==> src/rtl/mips_pipe_pkg.sv <==
// Shared types for the EX/MEM/WB destination tracking logic: forwarding selects,
// the zero register, and the per-stage destination entry.
package mips_pipe_pkg;

  localparam int DEST_AW = 5;
  localparam logic [DEST_AW-1:0] REG_ZERO = '0;

  typedef enum logic [1:0] {
    FWD_RF  = 2'b00,
    FWD_MEM = 2'b10,
    FWD_WB  = 2'b01
  } fwd_sel_e;

  typedef struct packed {
    logic               valid;
    logic               regwr;
    logic               memrd;
    logic [DEST_AW-1:0] dest;
  } dest_entry_t;

  // A stage may supply a value only if it really writes a non-zero register.
  function automatic logic is_fwd_src(input dest_entry_t e);
    return e.valid & e.regwr & (e.dest != REG_ZERO);
  endfunction

endpackage

==> src/rtl/dest_stage_reg.sv <==
// One pipeline entry register for a tracked destination.
// Keeps its contents under hold; loads an all-zero bubble when bubble_i is set.
module dest_stage_reg
  import mips_pipe_pkg::*;
(
  input  logic        clk,
  input  logic        rst_n,
  input  logic        hold_i,
  input  logic        bubble_i,
  input  dest_entry_t entry_i,
  output dest_entry_t entry_o
);

  dest_entry_t entry_d;
  dest_entry_t entry_q;

  // Hold wins over bubble so a flush raised during a freeze has no effect.
  always_comb begin
    entry_d = entry_q;
    if (!hold_i) begin
      entry_d = bubble_i ? '0 : entry_i;
    end
  end

  always_ff @(posedge clk or negedge rst_n) begin
    if (!rst_n) begin
      entry_q <= '0;
    end else begin
      entry_q <= entry_d;
    end
  end

  assign entry_o = entry_q;

endmodule

==> src/rtl/dest_reg_tracker.sv <==
// Tracks EX destinations through EX/MEM and MEM/WB, producing ALU forwarding selects and
// the load-use stall. Optional stall-cycle counter enabled by defining STALL_CNT_EN.
module dest_reg_tracker
  import mips_pipe_pkg::*;
#(
  parameter int AW    = DEST_AW,
  parameter int CNT_W = 32
) (
  input  logic             clk,
  input  logic             rst_n,
  input  logic             hold_i,
  input  logic             ex_flush_i,
  input  logic             ex_valid_i,
  input  logic             ex_regwr_i,
  input  logic             ex_memrd_i,
  input  logic [AW-1:0]    ex_dest_i,
  input  logic [AW-1:0]    ex_rs_i,
  input  logic [AW-1:0]    ex_rt_i,
  input  logic [AW-1:0]    id_rs_i,
  input  logic [AW-1:0]    id_rt_i,
  output logic [1:0]       fwd_a_o,
  output logic [1:0]       fwd_b_o,
  output logic             stall_o,
  output logic [AW-1:0]    mem_dest_o,
  output logic [AW-1:0]    wb_dest_o,
  output logic             wb_regwr_o,
  output logic [CNT_W-1:0] stall_cnt_o
);

  dest_entry_t ex_entry;
  dest_entry_t mem_q;
  dest_entry_t wb_q;
  logic        mem_src;
  logic        wb_src;
  logic        wb_memrd_unused;
  fwd_sel_e    fwd_a;
  fwd_sel_e    fwd_b;

  assign ex_entry = '{valid: ex_valid_i, regwr: ex_regwr_i, memrd: ex_memrd_i, dest: ex_dest_i};

  dest_stage_reg u_ex_mem (
    .clk      (clk),
    .rst_n    (rst_n),
    .hold_i   (hold_i),
    .bubble_i (ex_flush_i | ~ex_valid_i),
    .entry_i  (ex_entry),
    .entry_o  (mem_q)
  );

  dest_stage_reg u_mem_wb (
    .clk      (clk),
    .rst_n    (rst_n),
    .hold_i   (hold_i),
    .bubble_i (1'b0),
    .entry_i  (mem_q),
    .entry_o  (wb_q)
  );

  // A load in EX/MEM has no data yet; the stall keeps dependants away from it.
  assign mem_src = is_fwd_src(mem_q) & ~mem_q.memrd;
  assign wb_src  = is_fwd_src(wb_q);

  always_comb begin
    fwd_a = FWD_RF;
    fwd_b = FWD_RF;
    if (mem_src && (mem_q.dest == ex_rs_i)) begin
      fwd_a = FWD_MEM;
    end else if (wb_src && (wb_q.dest == ex_rs_i)) begin
      fwd_a = FWD_WB;
    end
    if (mem_src && (mem_q.dest == ex_rt_i)) begin
      fwd_b = FWD_MEM;
    end else if (wb_src && (wb_q.dest == ex_rt_i)) begin
      fwd_b = FWD_WB;
    end
  end

  assign fwd_a_o = fwd_a;
  assign fwd_b_o = fwd_b;

  assign stall_o = ex_valid_i & ex_memrd_i & ex_regwr_i & ~ex_flush_i
                 & (ex_dest_i != REG_ZERO)
                 & ((ex_dest_i == id_rs_i) | (ex_dest_i == id_rt_i));

  assign mem_dest_o      = mem_q.dest;
  assign wb_dest_o       = wb_q.dest;
  assign wb_regwr_o      = wb_q.valid & wb_q.regwr;
  assign wb_memrd_unused = wb_q.memrd;

`ifdef STALL_CNT_EN
  logic [CNT_W-1:0] stall_cnt_d;
  logic [CNT_W-1:0] stall_cnt_q;

  always_comb begin
    stall_cnt_d = stall_cnt_q;
    if (stall_o && !hold_i && (stall_cnt_q != '1)) begin
      stall_cnt_d = stall_cnt_q + 1'b1;
    end
  end

  always_ff @(posedge clk or negedge rst_n) begin
    if (!rst_n) begin
      stall_cnt_q <= '0;
    end else begin
      stall_cnt_q <= stall_cnt_d;
    end
  end

  assign stall_cnt_o = stall_cnt_q;
`else
  assign stall_cnt_o = '0;
`endif

  // A valid EX instruction must never depend on a load that is only now in EX/MEM.
  a_no_load_fwd : assert property (@(posedge clk) disable iff (!rst_n)
    !(ex_valid_i && mem_q.valid && mem_q.regwr && mem_q.memrd && (mem_q.dest != REG_ZERO)
      && ((mem_q.dest == ex_rs_i) || (mem_q.dest == ex_rt_i))));

endmodule

==> config.mk <==
export PLATFORM = sky130hd
export DESIGN_NAME = dest_reg_tracker
export DESIGN_NICKNAME = d
export VERILOG_FILES = /design/src/rtl/mips_pipe_pkg.sv /design/src/rtl/dest_stage_reg.sv /design/src/rtl/dest_reg_tracker.sv
export SDC_FILE = /design/constraint.sdc
export NUM_CORES = 1
export LEC_CHECK = 0
export BUFFER_PORTS_ARGS = -buffer_cell sky130_fd_sc_hd__buf_4
export CAP_MARGIN = 15
export CORE_ASPECT_RATIO = 1.1
export CORE_MARGIN = 4
export CORE_UTILIZATION = 43
export CTS_CLUSTER_SIZE = 24
export DETAILED_ROUTE_END_ITERATION = 12
export PLACE_DENSITY_LB_ADDON = 0.2
export SLEW_MARGIN = 20
export SYNTH_ARGS = -nofsm -noshare
export SYNTH_HDL_FRONTEND = slang
export SYNTH_HIERARCHICAL = 1
export SYNTH_SLANG_ARGS = --single-unit
==> constraint.sdc <==
create_clock -name clk -period 1.88 [get_ports clk]
set_input_delay 0.188 -clock clk [delete_from_list [all_inputs] [get_ports clk]]
set_output_delay 0.188 -clock clk [all_outputs]
set_load 0.02 [all_outputs]
Yosys cells after proc, flatten, opt, wreduce, memory -nomap -nowiden
Index checks and enable logic that the tools add are counted.
{"block": "totals", "register_bits": 15, "latchBits": 0, "mem_bits_rw": 0, "mem_bits_ro": 0, "in_bits": 32, "out_inout_bits": 48, "elab_cells": 40, "memories": 0}
{"block": "op_classes", "n_addsub": 0, "mul": 0, "n_div": 0, "n_lt_le_gt_ge": 0, "eq_ne": 6, "shifts": 0, "mux": 5, "bitwise": 15, "n_reduce_logical": 7}
{"operator": "$eq 5x5->1", "n": 6}
{"operator": "$reduce_bool 5->1", "n": 3}
{"operator": "$and 1x1->1", "n": 10}
{"operator": "$mux 8", "n": 1}
{"operator": "$logic_and 1x1->1", "n": 4}
{"operator": "$mux 2", "n": 2}
{"operator": "$not 1->1", "n": 3}
{"operator": "$mux 1", "n": 2}
{"operator": "$or 1x1->1", "n": 2}

Depth between registers and ports, before layout
{"block": "depth", "word_depth": 5, "ltp_mapped": 4, "ltp_nobuf": 4}

Hierarchy
The synthesis kept the hierarchy.
{"module": "dest_stage_reg", "n_inst": 2, "cells_per_inst": 32, "area_per_inst_um2": 334.1, "seq_area_each_um2": 200.2}
{"module": "dest_reg_tracker", "n_inst": 1, "cells_per_inst": 86, "area_per_inst_um2": 664.4, "seq_area_each_um2": 0.0}

Least setup slack after synthesis
OpenSTA, ideal clock, no wires.
{"block": "synth_timing", "kind": "register to output", "startpoint": "register u_ex_mem.entry_q (netlist bit u_ex_mem/entry_o[1])", "endpoint": "output port fwd_a_o[0]", "arrival_time_ns": 1.939, "t_required_ns": 1.692, "path_slack_ns": -0.247, "stages_incl_launch_ff": 5, "n_path_buf": 0, "path_cell_list": "dfrtp_1 -> or4_1 -> o2111ai_2 -> nor4_1 -> nor4_2"}
{"block": "synth_between", "elab_chain_len": 5, "elab_cells_between_ends": 6, "cone_classes": "eq/ne (1); mux (1); bitwise (2); reduce/logical (2)"}
{"item": "from (decl)", "line_no": "dest_stage_reg.sv:15", "source": "dest_entry_t entry_q;"}
{"item": "from (signal assigned)", "line_no": "dest_stage_reg.sv:29", "source": "entry_q <= entry_d;"}
{"item": "$reduce_bool 5->1", "line_no": "mips_pipe_pkg.sv:23", "source": "return e.valid & e.regwr & (e.dest != REG_ZERO);"}
{"item": "$and 1x1->1", "line_no": "mips_pipe_pkg.sv:23"}
{"item": "$and 1x1->1", "line_no": "dest_reg_tracker.sv:60", "source": "assign mem_src = is_fwd_src(mem_q) & ~mem_q.memrd;"}
{"item": "$logic_and 1x1->1 (*)", "line_no": "dest_reg_tracker.sv:66", "source": "if (mem_src && (mem_q.dest == ex_rs_i)) begin"}
{"item": "$mux 2 (*)", "line_no": "dest_reg_tracker.sv:66"}
{"item": "to (decl)", "line_no": "dest_reg_tracker.sv:21", "source": "output logic [1:0] fwd_a_o,"}
Every way passes the cells marked *; elsewhere a longest branch is shown, timed or not.

Final worst setup path
{"block": "layout_timing", "startpoint": "register u_mem_wb.entry_q (netlist bit u_mem_wb/entry_o[3])", "endpoint": "output port fwd_b_o[0]"}
{"block": "layout_between", "elab_chain_len": 5, "elab_cells_between_ends": 6, "cone_classes": "eq/ne (1); mux (2); bitwise (1); reduce/logical (2)"}
{"item": "from (decl)", "line_no": "dest_stage_reg.sv:15"}
{"item": "from (signal assigned)", "line_no": "dest_stage_reg.sv:29"}
{"item": "$reduce_bool 5->1", "line_no": "mips_pipe_pkg.sv:23"}
{"item": "$and 1x1->1", "line_no": "mips_pipe_pkg.sv:23"}
{"item": "$logic_and 1x1->1 (*)", "line_no": "dest_reg_tracker.sv:73", "source": "end else if (wb_src && (wb_q.dest == ex_rt_i)) begin"}
{"item": "$mux 1 (*)", "line_no": "dest_reg_tracker.sv:73"}
{"item": "$mux 2 (*)", "line_no": "dest_reg_tracker.sv:71", "source": "if (mem_src && (mem_q.dest == ex_rt_i)) begin"}
{"item": "to (decl)", "line_no": "dest_reg_tracker.sv:22", "source": "output logic [1:0] fwd_b_o,"}
Marks and branches as above.

==> results.json <==
{
  "dp_hpwl_microns": 2630,
  "vias": 1100,
  "synth_warnings": 6,
  "cpLargestDelayFamily": "simple AND/OR/NAND/NOR gates",
  "cp-start-kind": "register",
  "cts-root-buf": "clkbuf_4",
  "required_ns": 1.69,
  "criticalPathCategory": "register to primary output",
  "fin_crit_ns": 2.06,
  "p_clk_share_pct": 21.5,
  "fin_util_pct": 61.9,
  "period_share_pct": 110,
  "finalMaxSlewViolations": 0,
  "grt_overflow": 0,
  "place_inst": 237,
  "max_cap_violations": 0,
  "crit_chain": "xor2_1, or4_4, nor4_4, buf_4",
  "dp_slack_ns": 0.0158,
  "slowest_delay_ns": 0.55,
  "cts-buffers-inserted": 3,
  "start_util_pct": 45.8,
  "nFillCells": 265,
  "postRouteAntennaNets": 0,
  "syn-cell-area_sq_mm": 0.00129,
  "hp-class": "input port to register",
  "hold_viol_final": 0,
  "port_buffers": 47,
  "clk_pin_slew_ns": 0.09,
  "end_kind": "primary output",
  "antenna_cells": 0,
  "violations": "setup timing",
  "routedWlPerCell_microns": 12.9,
  "combPwrFrac_pct": 36.1,
  "first_global_vias": 1067,
  "power_leakage_nw": 0.852,
  "p_seq_share_pct": 42.4,
  "power_density_mw_per_mm2": 479,
  "rsz0062_at_grt": "true",
  "via_per_inst": 4.49,
  "cts_htree_levels": 1,
  "internal_power_uw": 543,
  "dr.pass1.iters": 4,
  "design_area_sq_mm": 0.00175,
  "drive_gt1_share_pct": 36.8,
  "fp.dieH_microns": 65.5,
  "coreArea_sq_mm": 0.00283,
  "p_sw_uw": 296,
  "gp_congestion": 0.923,
  "setup_viol": 4,
  "rows": 20,
  "grt_pass1_wl_microns": 4840,
  "vdd_ir_drop_max_mv": 0.284,
  "setup_slack_ns": -0.183,
  "fin_cells": 245,
  "fp.dieW_microns": 60.3,
  "cts_tree": "yes",
  "fmax_mhz": 485,
  "grt_start_max_net_pins": 31,
  "dieArea_sq_mm": 0.00395,
  "finClkSkew_ns": 0.000370,
  "ios": 80,
  "cts_buffer_depth": 2,
  "outcome": "finished with violations",
  "swShare_pct": 35.3,
  "slowest_stage": "or4_4",
  "cp_data_arrival_time_ns": 1.88,
  "multiInputGateArea_sq_um": 867,
  "nNetsFinal": 245,
  "wl_met3_microns": 293,
  "regToRegSetupSlack_ns": 1.04,
  "dpl_cell_area_sq_mm": 0.00165,
  "area_growth_syn_to_layout_pct": 35.3,
  "clock_latency_ns": 0.28,
  "path_max_fanout": 4,
  "track_usage_pct": 16.2,
  "clock_sink_count": 15,
  "total_power_uw": 839,
  "seq_area_sq_um": 380,
  "routed_wl_microns": 3150,
  "path_buf_inv": 1,
  "wl_met1_microns": 1140,
  "drc_errors": 0,
  "antenna_found_initial": 0,
  "drt-initial-drc-count": 34,
  "syn_inst": 147,
  "avgSynthCellArea_sq_um": 8.80,
  "top_layer_used": "met4",
  "met2RoutedLength_microns": 1700
}
-- cells in the final DEF (no fill, tap or decap) --
cell type / n
dfrtp_1: 11
nor4_4: 3
dlygate4sd3_1: 1
nor4_2: 1
o2111ai_4: 1
and2_4: 1
nand2_1: 15
clkbuf_4: 3
xor2_1: 20
a2111oi_1: 1
o21ai_2: 3
nor3_1: 2
buf_4: 56
clkinv_2: 1
dfrtp_2: 4
xnor2_1: 10
nand2b_1: 15
conb_1: 39
inv_1: 1
nand3_1: 4
a22o_2: 1
or4_1: 1
o21ai_0: 12
nor2_1: 2
or4_4: 4
-- metrics by stage --
step	hold WS, ns	setup TNS, ns
global placement	0.0480	0
global route	0.129	-0.688
finish	0.131	-0.415
CTS	0.118	-0.480
floorplan	-0.108	0
detailed placement	0.0512	0
-- state kept, by name (all words and copies together), names as in the netlist --
name and cells:
u_mem_wb/entry_o 7, u_ex_mem/entry_o 8
-- final cells by class --
cell class	count	area share (%)
timing repair buffer	57	24.6
clock inverter	1	0.286
tap	33	2.36
sequential	15	21.7
inverter	1	0.214
multi-input combinational	135	49.5
clock buffer	3	1.29
-- power by group through the flow --
stage                     sequential (mW)  combinational (mW)  clock [mW]
after floorplan                     0.377               0.199           0
after global placement              0.359               0.278           0
after detailed placement            0.360               0.284           0
after CTS                           0.355               0.300       0.190
after global routing                0.358               0.330       0.209
final                               0.356               0.303       0.180
-- worst register-to-register path: stages (launching register included) --
cell,delay (ns)
dfrtp_1,0.40
buf_4,0.17
nand2_1,0.06
o21ai_0,0.08
-- worst paths after layout --
kind                                              endpoint                       startpoint  depth (start not counted)
setup reg to reg           u_ex_mem/entry_o[4]$_DFFE_PN0N_  u_ex_mem/entry_o[4]$_DFFE_PN0N_                          3
hold reg to reg            u_mem_wb/entry_o[6]$_DFFE_PN0N_  u_mem_wb/entry_o[6]$_DFFE_PN0N_                          2
max in group asynchronous  u_mem_wb/entry_o[2]$_DFFE_PN0N_                            rst_n                          2
setup / recovery                                fwd_b_o[0]  u_mem_wb/entry_o[3]$_DFFE_PN0N_                          4
hold / removal             u_ex_mem/entry_o[5]$_DFFE_PN0N_                       ex_memrd_i                          2
min in group asynchronous  u_ex_mem/entry_o[4]$_DFFE_PN0N_                            rst_n                          2
-- routing by layer --
metal,up-vias,global-route usage [%]
met4,0,4.16
li1,551,-
met2,57,30.4
met1,490,18.6
met5,-,0
met3,2,2.36
-- repair_timing --
action | 4_1_cts | 5_1_grt
hold endpoints to repair | 15 | 0
resized for setup | 8 | 1
endpoints found under the setup margin | 4 | 4
buffers inserted | 3 | 0
pin swaps | 1 | 2
hold buffers | 1 | 0
No activity file was read; power rests on OpenSTA's default activity.
